### src/rtl/fifo_reader_pkg.sv
// fifo_reader_pkg: shared state encoding and default widths for the FIFO read client
package fifo_reader_pkg;
    typedef enum logic [1:0] {IDLE = 2'd0, RUN = 2'd1, DRAIN = 2'd2} state_t;
    localparam int RD_CNT_W      = 16;
    localparam int DEF_DATA_W    = 32;
    localparam int DEF_BUF_DEPTH = 3;
    localparam int DEF_ERR_W     = 8;
endpackage

### src/rtl/fifo_reader_buf.sv
// fifo_reader_buf: circular skid buffer presenting registered words on a valid/ready stream
module fifo_reader_buf #(
    parameter int DATA_W = 32,
    parameter int DEPTH  = 3,
    localparam int PW    = (DEPTH > 1) ? $clog2(DEPTH) : 1,
    localparam int OCC_W = $clog2(DEPTH + 1)
) (
    input  logic              clk,
    input  logic              reset,
    input  logic              push,
    input  logic [DATA_W-1:0] push_data,
    input  logic              pop_ready,
    output logic [DATA_W-1:0] m_data,
    output logic              m_valid,
    output logic [OCC_W-1:0]  occ,
    output logic              overflow
);
    logic [DATA_W-1:0] mem_q [DEPTH];
    logic [DATA_W-1:0] mem_d [DEPTH];
    logic [PW-1:0]     rd_q, rd_d, wr_q, wr_d;
    logic [OCC_W-1:0]  occ_q, occ_d;
    logic              pop, full, wr_ok;

    function automatic logic [PW-1:0] inc(input logic [PW-1:0] p);
        return (p == PW'(DEPTH - 1)) ? '0 : p + PW'(1);
    endfunction

    assign m_valid  = occ_q != '0;
    assign m_data   = mem_q[rd_q];
    assign occ      = occ_q;
    assign pop      = m_valid & pop_ready;
    assign full     = occ_q == OCC_W'(DEPTH);
    assign wr_ok    = push & (~full | pop);
    assign overflow = push & full & ~pop;

    always_comb begin
        mem_d = mem_q;
        if (wr_ok) mem_d[wr_q] = push_data;
        wr_d  = wr_ok ? inc(wr_q) : wr_q;
        rd_d  = pop ? inc(rd_q) : rd_q;
        occ_d = occ_q + OCC_W'(wr_ok) - OCC_W'(pop);
    end

    always_ff @(posedge clk or posedge reset) begin
        if (reset) begin
            mem_q <= '{default: '0};
            rd_q  <= '0;
            wr_q  <= '0;
            occ_q <= '0;
        end else begin
            mem_q <= mem_d;
            rd_q  <= rd_d;
            wr_q  <= wr_d;
            occ_q <= occ_d;
        end
    end
endmodule

### src/rtl/fifo_reader.sv
// fifo_reader: issues FIFO reads, buffers the responses and streams them downstream
module fifo_reader
    import fifo_reader_pkg::*;
#(
    parameter int DATA_W    = DEF_DATA_W,
    parameter int BUF_DEPTH = DEF_BUF_DEPTH,
    parameter int ERR_W     = DEF_ERR_W
) (
    input  logic                clk,
    input  logic                reset,
    input  logic                en,
    input  logic                fifo_empty,
    input  logic                fifo_rd_ack,
    input  logic                fifo_rd_err,
    input  logic [DATA_W-1:0]   fifo_d_out,
    output logic                fifo_rd_en,
    output logic [DATA_W-1:0]   m_data,
    output logic                m_valid,
    input  logic                m_ready,
    output logic [RD_CNT_W-1:0] rd_count,
    output logic [ERR_W-1:0]    err_count,
    output logic                proto_err,
    output logic                busy
);
    localparam int OCC_W = $clog2(BUF_DEPTH + 1);

    state_t               state_q, state_d;
    logic                 inflight_q, inflight_d;
    logic [RD_CNT_W-1:0]  rd_count_q, rd_count_d;
    logic [ERR_W-1:0]     err_count_q, err_count_d;
    logic                 proto_err_q, proto_err_d;
    logic [OCC_W-1:0]     occ;
    logic                 push, overflow, blk_empty;

    fifo_reader_buf #(.DATA_W(DATA_W), .DEPTH(BUF_DEPTH)) u_buf (
        .clk       (clk),
        .reset     (reset),
        .push      (push),
        .push_data (fifo_d_out),
        .pop_ready (m_ready),
        .m_data    (m_data),
        .m_valid   (m_valid),
        .occ       (occ),
        .overflow  (overflow)
    );

    // Space is reserved for the in-flight response so the buffer can never overflow.
    assign fifo_rd_en = ~reset & en & ~fifo_empty & ((int'(occ) + int'(inflight_q)) < BUF_DEPTH);
    assign push       = inflight_q & fifo_rd_ack;
    assign blk_empty  = (occ == '0) & ~inflight_q;
    assign rd_count   = rd_count_q;
    assign err_count  = err_count_q;
    assign proto_err  = proto_err_q;

    always_comb begin
        inflight_d  = fifo_rd_en;
        rd_count_d  = rd_count_q + RD_CNT_W'(push);
        err_count_d = (inflight_q & fifo_rd_err & ~&err_count_q) ? err_count_q + ERR_W'(1) : err_count_q;
        proto_err_d = proto_err_q | overflow |
                      (inflight_q ? (fifo_rd_ack == fifo_rd_err) : (fifo_rd_ack | fifo_rd_err));
    end

    always_comb begin
        state_d = en ? RUN : (blk_empty ? IDLE : DRAIN);
    end

    always_comb begin
        busy = state_q != IDLE;
    end

    always_ff @(posedge clk or posedge reset) begin
        if (reset) begin
            state_q     <= IDLE;
            inflight_q  <= 1'b0;
            rd_count_q  <= '0;
            err_count_q <= '0;
            proto_err_q <= 1'b0;
        end else begin
            state_q     <= state_d;
            inflight_q  <= inflight_d;
            rd_count_q  <= rd_count_d;
            err_count_q <= err_count_d;
            proto_err_q <= proto_err_d;
        end
    end
endmodule
### config.mk
export PLATFORM = sky130hd
export DESIGN_NAME = fifo_reader
export DESIGN_NICKNAME = d
export VERILOG_FILES = /design/src/rtl/fifo_reader_pkg.sv /design/src/rtl/fifo_reader_buf.sv /design/src/rtl/fifo_reader.sv
export SDC_FILE = /design/constraint.sdc
export NUM_CORES = 1
export LEC_CHECK = 0
export BUFFER_PORTS_ARGS = -buffer_cell sky130_fd_sc_hd__buf_2
export CAP_MARGIN = 20
export CORE_MARGIN = 5
export CORE_UTILIZATION = 61
export CTS_CLUSTER_DIAMETER = 80
export CTS_CLUSTER_SIZE = 10
export DETAILED_ROUTE_END_ITERATION = 7
export PLACE_DENSITY = 0.81
export SYNTH_ARGS = -nofsm -noshare
export SYNTH_HDL_FRONTEND = slang
export SYNTH_HIERARCHICAL = 1
export SYNTH_SLANG_ARGS = --single-unit
export TNS_END_PERCENT = 10
### constraint.sdc
create_clock -name clk -period 6.9 [get_ports clk]
set_clock_uncertainty 0.15 [all_clocks]
set_input_delay 2.07 -clock clk [delete_from_list [all_inputs] [get_ports clk]]
set_output_delay 2.07 -clock clk [all_outputs]
set_load 0.05 [all_outputs]
==> summary.txt, run 1 <==
Outcome - finished, final reports clean
Total GRT Usage - 23.2%
Gr ovfl total - 0
Share of cells above drive strength 1 - 44.4%
R2R Setup Slk - 4.24 ns
P&R area growth vs syn - 20.0%
RR Endpoint - u_buf/mem_q[29]
Nets - 602
CTS root buffer - clkbuf_8
Initial antenna violation count - 0
Diodes inserted - 0
Most common flop cell mapped by yosys - dfrtp_1
Adder-cell area share of the yosys netlist - 1.87%
Setup TNS - 0 ns
Post-CTS Setup Bufs - 0
Synth cell types - 42
TritonCTS buffer count - 17
WP data arrival - 2.88 ns
Clk slew on worst S/H paths - 0.06 ns
RSZ-0062 raised after global routing - no
Iteration-0 DRC Markers - 248
Avg WL per Cell - 18.1 um
Int Pwr - 2.17 mW
Die H - 109 um
Critical-path maximum fanout - 2
Worst Setup Start Kind - input pin
Non-Filler Instances - 700
Leakage power - 3.57 nW
Worst-case clock buffer depth - 2
DR vias - 3900
Worst-margin pin slew - 0.985 ns
Clock share of power - 25.6%
Final Cell Area - 7210 um^2
Residual DRC count - 0
Boundary Pins - 99
Max-cap viol count - 0
Number of enable flip-flop cells after synthesis - 0
Vias in the first global route - 4247
Starting Density - 62.1%
Post-synth top area cell - dfrtp_1
Worst endpoint required time - 4.68 ns
Switching Power - 1.45 mW
Antenna-violating nets left - 0
Peak VDD IR - 373 uV
Placed insts - 668
Layout fillers - 594
Clock latency on the worst-skew pair - 0.51 ns
Syn_nets - 501
Final setup violation count - 0
Ranking of synthesized cells by area - dfrtp_1 54%, mux2_2 13%, mux2_4 7.5%
Synth Area in XOR/XNOR - 2.77%
Sequential fraction of the synthesis area - 54.1%
Yosys top cell area share - 54.1%
Endpoint type of the worst setup path - primary output
Pin count of the biggest net entering global routing - 64
Post-synthesis async set-or-reset flop share - 100%
Die area - 11900 um^2
Fin. max-slew vios - 0
GPL Wtd Cong - 0.833
# rows - 36
Synth Area in Simple Gates - 7.87%
Mapped cell area - 6010 um^2
Tcrit/Tclk final - 74.0%
Dpl hpwl - 8160 um
Warnings, synthesis - 6
Hold Path Class - reg2reg
Core area - 9680 um^2
Rel. slew slack - 34.2%
Final Power - 3.62 mW
Critical path destination - fifo_rd_en
H-tree lvl count - 4
Post-synthesis area per instance - 13.3 um^2
Cell Pwr Density - 503 nW/um^2
Comb pwr share - 40.2%
Final hold violations - 0
Post-synthesis mux area share - 26.1%
Fmax - 0.196 GHz
WHS - 0.318 ns
Synth Register Bits - 130
I/O Buffers - 98
PnR worst setup slack - 1.80 ns
Largest family of logic cells by synthesized area - multiplexers
Area after DPL - 6590 um^2
Synth Instances - 453
TritonRoute pass-1 iters - 4
Compound-Gate Fraction of Synth Area - 4.33%
Final WL - 12700 um
CTS tree - done
Sequential share of power - 34.2%
Source of the worst register-to-register timing path - inflight_q
Global-route wire length before repair - 21000 um
Worst R2R Path Depth - 5
Die width - 109 um
Vias/cell - 5.57
Post-layout util - 74.5%
CTS sink count - 130
Critical Path Source - fifo_empty
CTS resizes - 0
Switch share - 40.1%
Tmin final - 5.10 ns
WS Path Type - in2out
Pre-CTS setup slack - 1.79 ns
Cts hold-fix bufs - 0
## state kept, by name (all words and copies together), names as in the netlist
| signal | cells |
|---|---|
| state_q | 2 |
| u_buf/rd_q | 2 |
| u_buf/mem_q | 96 |
| proto_err | 1 |
| err_count | 8 |
| u_buf/wr_q | 2 |
| u_buf/occ | 2 |
| inflight_q | 1 |
| rd_count | 16 |
## synth_stat cells (2+ instances only)
master	n
nor3_1	7
xor2_1	12
buf_4	3
ha_1	9
and2_1	2
nand4_1	4
inv_1	9
xnor2_1	7
or2_2	2
mux2_4	30
nand2_1	41
nor4_2	4
clkbuf_1	6
buf_2	9
a21oi_1	2
nand4_2	2
o21ai_0	32
a21o_1	4
nand3_1	6
buf_6	5
dfrtp_1	130
nor2_1	7
mux2_1	2
mux2_2	67
mux2i_1	34
## layout make-up
| class | instances | area (um^2) | area share [%] |
|---|---|---|---|
| clock buffers | 19 | 442 | 6.12 |
| clock inverters | 13 | 183 | 2.53 |
| inverters | 9 | 36.3 | 0.503 |
| multi-input cells | 291 | 2590 | 35.9 |
| flip-flops and latches | 130 | 3250 | 45.1 |
| well taps | 133 | 166 | 2.31 |
| repair buffers | 105 | 543 | 7.53 |
## logic make-up after synthesis
logic type	after synthesis
compound gates	45
buf+inv	32
xor+xnor	19
fa+ha+maj	9
flops	130
mux	133
simple gates	85
## worst min path at each step
stage,cells after the start,slack [ns],from,end
after floorplan,1,0.31,u_buf/mem_q[0],u_buf/mem_q[0]
after global placement,1,0.30,rd_count[15],rd_count[15]
after detailed placement,1,0.32,rd_count[15],rd_count[15]
after CTS,1,0.33,rd_count[15],rd_count[15]
after global routing,1,0.35,rd_count[15],rd_count[15]
final,1,0.32,rd_count[15],rd_count[15]
## cell usage in the layout, fill, tap and decap left out, drive strengths merged, types with 4 or more instances in the layout
master      n
xnor2       7
nor4        4
nand2      41
dfrtp     130
nor3        8
mux2       99
clkbuf     19
o21ai      32
bufinv      4
xor2       12
nand4       6
buf       105
nand3       6
clkinv      4
a21o        4
ha          9
clkinvlp    4
inv        10
nor2        7
mux2i      34
## layer usage
layer  GRT usage (%)  part of all wire (%)  vias up
met4            8.99                   1.6        0
met3            6.51                   5.1       18
met1            29.8                    43     1987
met2            37.3                    50      101
li1                -                     -     1794
met5               0                     0        -
## critical path, cell delays in order
cell,delay (ns)
buf_2,0.09
nor2_1,0.09
nand3_1,0.10
a21oi_1,0.21
buf_2,0.31
## power by group through the flow
stage | Clock, mW | Combinational, mW | Sequential, mW
5_1_grt | 0.987 | 1.56 | 1.28
6_report | 0.930 | 1.46 | 1.24
3_5_place_dp | 0 | 1.46 | 1.24
2_1_floorplan | 0 | 1.10 | 1.26
3_3_place_gp | 0 | 1.42 | 1.22
4_1_cts | 0.946 | 1.47 | 1.24
Note: power is estimated with default switching activity, not from simulation.
==> run 2: changes to the inputs <==
CORE_UTILIZATION = 56   (was 61)
PLACE_DENSITY = 0.75   (was 0.81)
clock period = 4.85 ns   (was 6.9 ns; I/O delays follow)
==> summary.txt, run 2 (synthesis gave the netlist of run 1 again) <==
CTS root buffer - clkbuf_8 (unchanged)
Crit path largest cell delay - 0.73 ns (was 0.31 ns)
Tmin final - 3.96 ns
CTS resizes - 0 (unchanged)
Starting Density - 57.7% (was 62.1%)
Non-Filler Instances - 707 (was 700)
Core area - 10400 um^2 (was 9680 um^2)
Worst-case clock buffer depth - 2 (unchanged)
# rows - 37 (was 36)
Setup TNS - 0 ns (unchanged)
Vias in the first global route - 4292 (was 4247)
WP buf/inv - 2 (unchanged)
Final WL - 12700 um (about the same)
Critical-path maximum fanout - 19 (was 2)
WHS - 0.324 ns (was 0.318 ns)
Leading cell types in the layout, fill and taps excluded - 129 x dfrtp_1, 98 x buf_2, 67 x mux2_2 (unchanged)
Total GRT Usage - 21.0% (was 23.2%)
Share of cells above drive strength 1 - 44.7% (was 44.4%)
Vias/cell - 5.48 (was 5.57)
Initial antenna violation count - 0 (unchanged)
Dpl hpwl - 8330 um (was 8160 um)
Max FFs per register - 96 (unchanged)
TritonCTS buffer count - 17 (unchanged)
Boundary Pins - 99 (unchanged)
Antenna-violating nets left - 0 (unchanged)
Worst path cell trace - buf_4 -> mux2i_1 -> o21ai_0 -> buf_2 (was buf_2 -> nor2_1 -> nand3_1 -> a21oi_1 -> buf_2)
GPL Wtd Cong - 0.812 (was 0.833)
Rel. slew slack - 36.7% (was 34.2%)
Fmax - 0.252 GHz
Peak VDD IR - 611 uV (was 373 uV)
Endpoint type of the worst setup path - primary output (unchanged)
Worst-margin pin slew - 0.950 ns (was 0.985 ns)
Area after DPL - 6620 um^2 (was 6590 um^2)
DR vias - 3874 (was 3900)
Pin count of the biggest net entering global routing - 79 (was 64)
Placed insts - 675 (was 668)
I/O Buffers - 98 (unchanged)
Biggest register - u_buf/mem_q (unchanged)
Layout fillers - 751 (was 594)
H-tree lvl count - 4 (unchanged)
Final hold violations - 0 (unchanged)
Cts hold-fix bufs - 0 (unchanged)
Post-CTS Setup Bufs - 0 (unchanged)
Fin. max-slew vios - 0 (unchanged)
Die width - 114 um (was 109 um)
Gr ovfl total - 0 (unchanged)
CTS sink count - 130 (unchanged)
P&R area growth vs syn - 19.6% (was 20.0%)
Clock latency on the worst-skew pair - 0.50 ns (was 0.51 ns)
Delay-heaviest family, CP - buffers and inverters (unchanged)
Leakage power - 3.56 nW (was 3.57 nW)
Worst endpoint required time - 3.24 ns (was 4.68 ns)
Diodes inserted - 0 (unchanged)
Clk slew on worst S/H paths - 0.06 ns (about the same)
Final setup violation count - 0 (unchanged)
Tcrit/Tclk final - 81.7%
Nets - 606 (was 602)
WS Path Type - reg2out (was in2out)
Worst Setup Start Kind - flop (was input pin)
Iteration-0 DRC Markers - 216 (was 248)
Final Cell Area - 7190 um^2 (was 7210 um^2)
TritonRoute pass-1 iters - 4 (unchanged)
Cell Pwr Density - 701 nW/um^2 (was 503 nW/um^2)
Post-layout util - 69.0% (was 74.5%)
Die area - 12900 um^2 (was 11900 um^2)
WP data arrival - 2.36 ns (was 2.88 ns)
RSZ-0062 raised after global routing - no (unchanged)
Outcome - finished, final reports clean (unchanged)
Avg WL per Cell - 17.9 um (was 18.1 um)
Slowest stage cell on the critical path - dfrtp_2 (was buf_2)
Die H - 114 um (was 109 um)
Commonest non-fill, non-tap cell in the layout - dfrtp_1 (unchanged)
Residual DRC count - 0 (unchanged)
CTS tree - done (unchanged)
Max-cap viol count - 0 (unchanged)
Global-route wire length before repair - 21500 um (was 21000 um)
Hold Path Class - reg2reg (unchanged)
==> run 2: cell types whose count changed in the layout (fill, tap and decap cells not counted) <==
cell and delta:
clkinvlp_4 +2, clkbuf_8 -1, bufinv_16 -2, clkbuf_1 +1, buf_4 +4, inv_6 -1, clkinv_4 +1
==> run 2: final cells by class <==
class	instances	area [um^2]	area share, %
sequential	130	3250	45.3
clock buffer	19	432	6.00
timing repair buffer	109	573	7.97
clock inverter	13	138	1.91
inverter	9	36.3	0.505
multi-input combinational	291	2590	36.0
tap	136	170	2.37
==> run 2: metrics by stage <==
step | total power [mW] | worst slack (ns)
2_1_floorplan | 3.35 | 0.217
3_3_place_gp | 3.78 | 1.10
3_5_place_dp | 3.85 | 1.07
4_1_cts | 5.09 | 0.849
5_1_grt | 5.32 | 0.739
6_report | 5.04 | 0.886
==> run 2: routing by layer <==
layer  GRT usage (%)  vias to the layer above  part of all wire (%)
li1                -                     1811                     -
met1            27.0                     1956                    43
met2            34.8                       99                    51
met3            5.78                        8                   5.8
met4            6.33                        0                  0.75
met5               0                        -                     0
==> run 2: worst paths after layout <==
check                      depth (start not counted)         endpoint  slack, ns           from
max                                                4       m_data[17]       0.89  u_buf/rd_q[1]
min                                                1     rd_count[15]       0.32   rd_count[15]
max reg2reg                                        4  u_buf/mem_q[56]       2.28     inflight_q
min reg2reg                                        1     rd_count[15]       0.32   rd_count[15]
max in group asynchronous                          3  u_buf/mem_q[45]       2.75          reset
min in group asynchronous                          3     err_count[2]       0.94          reset
==> run 2: where the power goes <==
group | switching, mW | internal [mW]
clock network | 0.460 | 0.742
registers | 0.314 | 1.50
logic | 1.29 | 0.729
==> run 2: worst register-to-register path, stage by stage (launching register included) <==
cell and delay [ns]:
dfrtp_1 0.49, and2_1 0.32, and4b_2 0.89, buf_4 0.31, mux2_4 0.31
==> run 3: changes to the inputs <==
clock period = 3.9 ns   (was 4.85 ns; I/O delays follow)
==> summary.txt, run 3 (synthesis gave the netlist of run 1 again) <==
Clock latency on the worst-skew pair - 0.52 ns (was 0.50 ns)
Dpl hpwl - 8110 um (was 8330 um)
Boundary Pins - 99 (unchanged)
Fin. max-slew vios - 0 (unchanged)
Vias in the first global route - 4225 (was 4292)
Slowest stage cell on the critical path - dfrtp_1 (was dfrtp_2)
Max FFs per register - 96 (unchanged)
Endpoint type of the worst setup path - primary output (unchanged)
Crit path depth - 5 (was 4)
Leakage power - 3.58 nW (was 3.56 nW)
Hold Path Depth - 1 (unchanged)
Critical Path Source - u_buf/rd_q[0] (was u_buf/rd_q[1])
Fmax - 0.281 GHz
Gr ovfl total - 0 (unchanged)
WHS - 0.321 ns (was 0.324 ns)
CTS root buffer - clkbuf_8 (unchanged)
Worst endpoint required time - 2.58 ns (was 3.24 ns)
Post-CTS Setup Bufs - 0 (unchanged)
Final Cell Area - 7230 um^2 (was 7190 um^2)
Share of cells above drive strength 1 - 44.1% (was 44.7%)
Worst path cell trace - nor2b_2 -> buf_4 -> nand2_1 -> o21ai_0 -> buf_2 (was buf_4 -> mux2i_1 -> o21ai_0 -> buf_2)
Cell Pwr Density - 871 nW/um^2 (was 701 nW/um^2)
Final Power - 6.30 mW (was 5.04 mW)
RSZ-0062 raised after global routing - no (unchanged)
Outcome - finished, final reports clean (unchanged)
Core area - 10400 um^2 (unchanged)
# rows - 37 (unchanged)
CTS tree - done (unchanged)
CTS resizes - 0 (unchanged)
Die area - 12900 um^2 (unchanged)
Clk slew on worst S/H paths - 0.06 ns (about the same)
Hold_sp - rd_count[15] (unchanged)
Area after DPL - 6660 um^2 (was 6620 um^2)
Leading cell types in the layout, fill and taps excluded - 129 x dfrtp_1, 98 x buf_2, 67 x mux2_2 (unchanged)
Layout fillers - 754 (was 751)
Source of the worst register-to-register timing path - inflight_q (unchanged)
Max-cap viol count - 0 (unchanged)
Commonest non-fill, non-tap cell in the layout - dfrtp_1 (unchanged)
CTS sink count - 130 (unchanged)
Residual DRC count - 0 (unchanged)
Total GRT Usage - 21.0% (about the same)
WS Path Type - reg2out (unchanged)
Initial antenna violation count - 0 (unchanged)
Worst R2R Path Depth - 5 (was 4)
DR vias - 3949 (was 3874)
TritonCTS buffer count - 17 (unchanged)
Setup TNS - 0 ns (unchanged)
Worst-margin pin slew - 0.590 ns (was 0.950 ns)
Nets - 605 (was 606)
Worst Setup Start Kind - flop (unchanged)
TritonRoute pass-1 iters - 4 (unchanged)
Hold Path Class - reg2reg (unchanged)
Die width - 114 um (unchanged)
Cts hold-fix bufs - 0 (unchanged)
H-tree lvl count - 4 (unchanged)
GPL Wtd Cong - 0.772 (was 0.812)
Iteration-0 DRC Markers - 218 (was 216)
WP buf/inv - 2 (unchanged)
Rel. slew slack - 60.7% (was 36.7%)
Avg WL per Cell - 18.0 um (was 17.9 um)
Peak VDD IR - 635 uV (was 611 uV)
Antenna-violating nets left - 0 (unchanged)
Delay-heaviest family, CP - flip-flops (was buffers and inverters)
Critical-path maximum fanout - 18 (was 19)
Global-route wire length before repair - 21400 um (was 21500 um)
Biggest register - u_buf/mem_q (unchanged)
WP data arrival - 2.24 ns (was 2.36 ns)
Pin count of the biggest net entering global routing - 103 (was 79)
Vias/cell - 5.59 (was 5.48)
Starting Density - 57.7% (unchanged)
Tcrit/Tclk final - 91.4%
Tmin final - 3.56 ns
P&R area growth vs syn - 20.3% (was 19.6%)
Final hold violations - 0 (unchanged)
Crit path largest cell delay - 0.68 ns (was 0.73 ns)
Final setup violation count - 0 (unchanged)
Final WL - 12700 um (about the same)
Die H - 114 um (unchanged)
I/O Buffers - 98 (unchanged)
Worst-case clock buffer depth - 2 (unchanged)
## run 3: cell type report
class / count / area, um^2 / area share (%)
flip-flops and latches: 130 / 3250 / 45.0
multi-input cells: 291 / 2590 / 35.8
repair buffers: 108 / 603 / 8.34
clock buffers: 26 / 498 / 6.88
well taps: 136 / 170 / 2.35
clock inverters: 5 / 75.1 / 1.04
inverters: 9 / 37.5 / 0.519
diodes: 1 / 2.50 / 0.0346
## run 3: path summary, 6_finish.rpt
kind,slack (ns),to
min in group asynchronous,0.64,rd_count[3]
worst max register to register,1.61,u_buf/mem_q[13]
worst max-delay path,0.34,m_data[23]
worst min register to register,0.32,rd_count[15]
max in group asynchronous,2.51,u_buf/mem_q[46]
worst min-delay path,0.32,rd_count[15]
## run 3: per-layer routing
| metal | wire, um | share of wire [%] | global-route usage [%] | vias up |
|---|---|---|---|---|
| met3 | 646 | 5.1 | 5.89 | 35 |
| met1 | 5590 | 44 | 27.1 | 2005 |
| li1 | - | - | - | 1799 |
| met2 | 6090 | 48 | 33.5 | 110 |
| met4 | 352 | 2.8 | 8.49 | 0 |
| met5 | 0 | 0 | 0 | - |
## run 3: through the flow
stage	utilization, %	setup WS (ns)	std cells
after CTS	69.4	0.304	705
after detailed placement	63.9	0.653	674
after global placement	63.9	0.747	674
after global routing	69.4	0.168	705
final	69.4	0.336	706
after floorplan	-	0.120	453
## run 3: power breakdown
group          leakage (nW)  internal, mW  switching, mW
Sequential             1.68          1.87          0.384
Clock                 0.285         0.988          0.534
Combinational          1.61         0.915           1.61
Total                  3.58          3.77           2.53
